## src/rtl/decryption_cfg_master.sv

```systemverilog
// decryption_cfg_master: writes cipher config to the register bank, optionally verifies by readback, reports status
module decryption_cfg_master #(
  parameter int addr_width = 8,
  parameter int reg_width = 16,
  parameter int timeout = 15
) (
  input  logic                  clk,
  input  logic                  rst,
  input  logic                  cfg_valid,
  output logic                  cfg_ready,
  input  logic [1:0]            cfg_select,
  input  logic [reg_width-1:0]  cfg_caesar_key,
  input  logic [reg_width-1:0]  cfg_scytale_key,
  input  logic [reg_width-1:0]  cfg_zigzag_key,
  input  logic                  cfg_verify,
  output logic [addr_width-1:0] addr,
  output logic                  read,
  output logic                  write,
  output logic [reg_width-1:0]  wdata,
  input  logic [reg_width-1:0]  rdata,
  input  logic                  done,
  input  logic                  error,
  output logic                  busy,
  output logic                  status_valid,
  output logic                  status_ok,
  output logic [1:0]            status_code,
  output logic [addr_width-1:0] fail_addr
);
  localparam logic [2:0] st_idle = 3'd0, st_w_issue = 3'd1, st_w_wait = 3'd2,
                         st_r_issue = 3'd3, st_r_wait = 3'd4, st_report = 3'd5;
  localparam int cw = $clog2(timeout + 1) < 4 ? 4 : $clog2(timeout + 1);
  logic [2:0] state;
  logic [1:0] idx, sel, code, fail_code;
  logic [reg_width-1:0] caesar, scytale, zigzag, key;
  logic [addr_width-1:0] fa;
  logic [cw-1:0] cnt;
  logic verify, ok, waiting, fail;
  always_comb begin
    key = idx == 2'd0 ? caesar : idx == 2'd1 ? scytale : idx == 2'd2 ? zigzag : reg_width'(sel);
    waiting = state == st_w_wait || state == st_r_wait;
    fail_code = !done ? 2'b11 : error ? 2'b01 : 2'b10;
    fail = waiting && (done ? (error || (state == st_r_wait && rdata != key)) : cnt == cw'(timeout - 1));
  end
  assign cfg_ready = state == st_idle && !rst;
  assign busy = state != st_idle;
  assign write = state == st_w_issue;
  assign read = state == st_r_issue;
  assign addr = (!busy || idx == 2'd3) ? '0 : addr_width'({2'b10, idx, 1'b0});
  assign wdata = busy ? key : '0;
  assign status_valid = state == st_report;
  assign status_ok = ok;
  assign status_code = code;
  assign fail_addr = fa;
  always_ff @(posedge clk) begin
    if (rst) begin
      state <= st_idle;
      idx <= '0;
      cnt <= '0;
      ok <= 1'b0;
      code <= 2'b00;
      fa <= '0;
    end else if (state == st_idle) begin
      if (cfg_valid) begin
        sel <= cfg_select;
        caesar <= cfg_caesar_key;
        scytale <= cfg_scytale_key;
        zigzag <= cfg_zigzag_key;
        verify <= cfg_verify;
        idx <= '0;
        state <= st_w_issue;
      end
    end else if (state == st_w_issue || state == st_r_issue) begin
      cnt <= '0;
      state <= state + 3'd1;
    end else if (state == st_report) begin
      state <= st_idle;
    end else if (fail) begin
      state <= st_report;
      ok <= 1'b0;
      code <= fail_code;
      fa <= addr;
    end else if (done) begin
      idx <= idx + 2'd1;
      if (idx != 2'd3) state <= state - 3'd1;
      else if (state == st_w_wait && verify) state <= st_r_issue;
      else begin
        state <= st_report;
        ok <= 1'b1;
        code <= 2'b00;
        fa <= '0;
      end
    end else begin
      cnt <= cnt + 1'b1;
    end
  end
endmodule

```

## config.mk

```make
export PLATFORM = sky130hd
export DESIGN_NAME = decryption_cfg_master
export DESIGN_NICKNAME = d
export VERILOG_FILES = /design/src/rtl/decryption_cfg_master.sv
export SDC_FILE = /design/constraint.sdc
export NUM_CORES = 1
export LEC_CHECK = 0
export CORE_UTILIZATION = 48
export DETAILED_ROUTE_END_ITERATION = 10
export GPL_ROUTABILITY_DRIVEN = 0
export GPL_TIMING_DRIVEN = 1
export PLACE_DENSITY = 0.81
export SLEW_MARGIN = 5
export SYNTH_ARGS = -nofsm -noshare
export SYNTH_HDL_FRONTEND = slang
export SYNTH_SLANG_ARGS = --single-unit
```

## constraint.sdc

```tcl
create_clock -name clk -period 4.8 [get_ports clk]
set_input_delay 1.2 -clock clk [delete_from_list [all_inputs] [get_ports clk]]
set_output_delay 1.2 -clock clk [all_outputs]
set_load 0.05 [all_outputs]
```

Yosys cells after proc, flatten, opt, wreduce, memory -nomap -nowiden
Index checks and enable logic that the tools add are counted.

storage, ports and cells
  register bits = 71
  bits of input ports = 72
  output and inout bits = 40

operators by class
  $add $sub $neg = 4
  equality and inequality tests = 20
  mux-type cells = 38
  bitwise logic cells = 4
  reduce and logical (&&, ||, !) cells = 21

operators by type and width
  cell                                                                    number
  16-bit two-way mux                                                      4
  8-bit two-way mux                                                       4
  2-bit two-way mux                                                       12
  3-bit two-way mux                                                       8
  4-bit two-way mux                                                       4
  16-bit != test                                                          1
  2-bit by 1-bit != test with 1-bit output (second input constant)        5
  2-bit != test (second input constant)                                   5
  3-bit by 2-bit equality test with 1-bit output (second input constant)  2
  3-bit equality test (second input constant)                             2
  6-bit AND reduction                                                     1
  1-bit two-way mux                                                       5
  5-bit two-way mux                                                       1
  5-bit AND reduction                                                     1
  5-bit nonzero test                                                      1
  4-bit by 1-bit adder with 4-bit output (second input constant)          1
  2-bit equality test (second input constant)                             2
  4-bit equality test (second input constant)                             1
  1-bit logical AND                                                       4
  1-bit logical OR                                                        4
  1-bit inverter                                                          4
  4-bit AND reduction                                                     1
  2-bit nonzero test                                                      2
  3-bit by 1-bit adder with 3-bit output (second input constant)          1
  other kinds (10)                                                        11

Depth between registers and ports, before layout
  word-level depth = 13
  depth in mapped cells = 12
  gate-level depth less buffers = 10

Worst setup path before layout
No wires, ideal clock.

  path type = register to output
  start = register idx[0]
  end = output wdata[10]
  arrival = 2,623 ps
  data required time = 3,600 ps
  setup slack = 977 ps
  stages on the path, launching flop included = 9
  cells stage by stage = dfxtp_1 inv_1 ha_1 buf_6 buf_2 nor2b_1 clkbuf_1 a221oi_1 nor3_1

between the ends
  longest elaborated chain between the ends = 5
  elaborated cells on any way between the ends = 7

RTL lines
  element                           line  source
  from (decl)                       33    logic [1:0] idx, sel, code, fail_code;
  from (signal assigned)            83    idx <= idx + 2'd1;
  2-bit equality test               39    key = idx == 2'd0 ? caesar : idx == 2'd1 ? scytale : idx == 2'd2 ? zigzag : reg_width'(sel);
  16-bit two-way mux (2 in series)  39
  16-bit two-way mux (*)            39
  16-bit two-way mux (*)            49    assign wdata = busy ? key : '0;
  to (decl)                         19    output logic [reg_width-1:0] wdata,

Mark *: on every way between the ends. The rest lies on a longest branch, timed or not.

Final worst setup path
  start = register idx[0]
  end = output wdata[12]

Same word-level chain as after synthesis.

==> metrics.txt <==
storage element area 1830 um2; RSZ-0062 raised after global routing false; Critical Path Start Type register; DP Worst Slack 0.894 ns; DP HPWL 7510 um; Comb power frac 51.1%; Nets 567; Avg Cell Area, Syn 10.1 um2; non-filler cells, final 590; Final Setup Violations 0; CP arrival 3.10 ns; vias in the first global route 3518; top-level I/O count 112; routed len/inst 17.0 um; VDD IR max 0.000304 V; crit path kind register to output port; post-cts resize count 0; Setup TNS Final 0 ns; Distinct cells, synth 57; Rows 32; prevailing post-synth register cell edfxtp_1; CP endpoint kind output port; Initial Utilization 49.8%; largest net degree at the start of global routing 33; area growth from synthesis to layout 33.7%; most frequent cells in the layout clkdlybuf4s50_1 (101), edfxtp_1 (51), nor2_1 (30); Max transition margin 30.4%; P_leak 1.82 nW; number of synthesized register bits 66; Fmax 232 MHz; clock latency on the worst-skew pair 0.35 ns; Synth Cell Area 3840 um2; Pwr Density 520 nW/um2; Clk pin slew, worst setup/hold paths 0.08 ns; CTS sink count 66; Warnings, synthesis 0; Detail Route Antenna Nets 0; drt total wl 10000 um; critical-path cell list inv_1 > ha_1 > buf_4 > nor2b_1 > buf_4 > nand2_1 > a21oi_1 > a21oi_1 > nor2_1 > clkdlybuf4s50_1; Layout fillers 600; Final Cycle Share 89.6%; maxcap violations 0; number of synthesized flops with an enable pin 51; Reg power frac 29.5%; first-pass GRT wire length 16600 um; Overflow after GRT 0; status completed; antenna violations before repair 0; commonest non-fill, non-tap cell in the layout clkdlybuf4s50_1; via count 3470; postcts setup bufs 0; cell with the largest stage delay on the worst path clkdlybuf4s50_1; Psw 0.00119 W; Slew @ Worst Pin 1.04 ns; register area share after synthesis 47.6%; Clk network pwr share 19.3%; CTS buffer count 9; total track usage 25.4%; Iter 0 DRT Violations 253; Internal 0.00148 W; IO Port Bufs 101; ys async rst share 0%; Ant. Diodes 0; clk_skew 0.00797 ns; die height 91.5 um; Die W 91.5 um; DR vias/cell 5.88; DRC 0; die area 8370 um2; share of cells above drive strength 1 7.38%; Critical Path Max Stage Delay 0.82 ns; total core area 7730 um2; worst hold path class register to register; Root Buffer clkbuf_8; CTS tree yes; CTS HTree Levels 3; final setup margin 0.497 ns; Mapped Cells 382; Worst Path Buf+Inv 4; switching share of power 44.5%; area of the multi-input gates 1770 um2; WP data required 3.60 ns; final hold vios 0; Pins Over Slew Limit 0; CTS Buffer Depth 2; Period minus WS final 4.30 ns; Initial DRT Pass Iterations 5; # placed instances 574; top cell family by delay on the critical path buffers and inverters; CP Max Fanout 16; hold buffer count at cts 0
-- metal layers --
metal	global-route usage (%)	wire length, um
met5	0	0
met4	11.9	308
met3	5.53	639
met2	43.9	5050
met1	29.8	4040
-- power by group through the flow --
stage	Clock (W)	Sequential, W	Combinational, W
2_1_floorplan	0	0.000795	0.000929
3_3_place_gp	0	0.000793	0.00134
6_report	0.000517	0.000789	0.00137
5_1_grt	0.000547	0.000796	0.00147
3_5_place_dp	0	0.000798	0.00136
4_1_cts	0.000522	0.000787	0.00137
-- synth_stat cells (6+ instances only) --
| cell type | n | area, um2 |
|---|---|---|
| a22o_1 | 6 | 52.6 |
| o21ai_0 | 12 | 60.1 |
| xor2_1 | 6 | 52.6 |
| nor2_1 | 30 | 113 |
| nand2_1 | 16 | 60.1 |
| nand3_1 | 8 | 40.0 |
| dfxtp_1 | 15 | 300 |
| clkbuf_1 | 14 | 52.6 |
| edfxtp_1 | 51 | 1530 |
| o22ai_1 | 9 | 56.3 |
| nor3_1 | 21 | 105 |
| nor2b_1 | 12 | 75.1 |
| inv_1 | 27 | 101 |
| ha_1 | 12 | 150 |
| a221oi_1 | 12 | 105 |
| a21oi_1 | 19 | 95.1 |
| buf_4 | 11 | 82.6 |
| a211oi_1 | 6 | 45.0 |
| xnor2_1 | 18 | 158 |
-- state kept, by name (all words and copies together), names as in the netlist --
| register | flops |
|---|---|
| verify | 1 |
| status_ok | 1 |
| cnt | 4 |
| idx | 2 |
| fail_addr | 3 |
| sel | 2 |
| state | 3 |
| status_code | 2 |
| zigzag | 16 |
| caesar | 16 |
| scytale | 16 |
-- cells by family after synthesis --
group / after synthesis / synth area share, %
mux: 6 / 1.59
flops: 66 / 47.6
compound gates: 97 / 18.4
other cells: 1 / 0.0975
fa+ha+maj: 12 / 3.90
xor+xnor: 24 / 5.47
buf+inv: 59 / 7.13
simple gates: 117 / 15.8
-- worst paths after layout --
path                            cells past startpoint  slack [ns]         start      endpoint
worst max-delay path                               10        0.50        idx[0]     wdata[12]
worst min-delay path                                1        0.49  fail_addr[4]  fail_addr[4]
worst max register to register                     10        1.33        idx[0]      state[1]
worst min register to register                      1        0.49  fail_addr[4]  fail_addr[4]
-- metrics by stage --
stage	hold WS, ns	cell area [um2]	util [%]	total power, W
floorplan	0.471	3880	-	0.00172
detailed placement	0.480	4920	63.7	0.00215
finish	0.495	5140	66.5	0.00267
global placement	0.479	4920	63.7	0.00213
CTS	0.497	5140	66.5	0.00268
global route	0.510	5140	66.5	0.00282
-- area by class of cell --
cell class | instances | area share (%)
Tap cell | 102 | 2.48
Sequential cell | 66 | 35.6
Inverter | 30 | 2.19
Multi-Input combinational cell | 266 | 34.5
Clock inverter | 7 | 1.80
Clock buffer | 9 | 2.41
Timing Repair Buffer | 110 | 21.0
No activity file was read; power rests on OpenSTA's default activity.
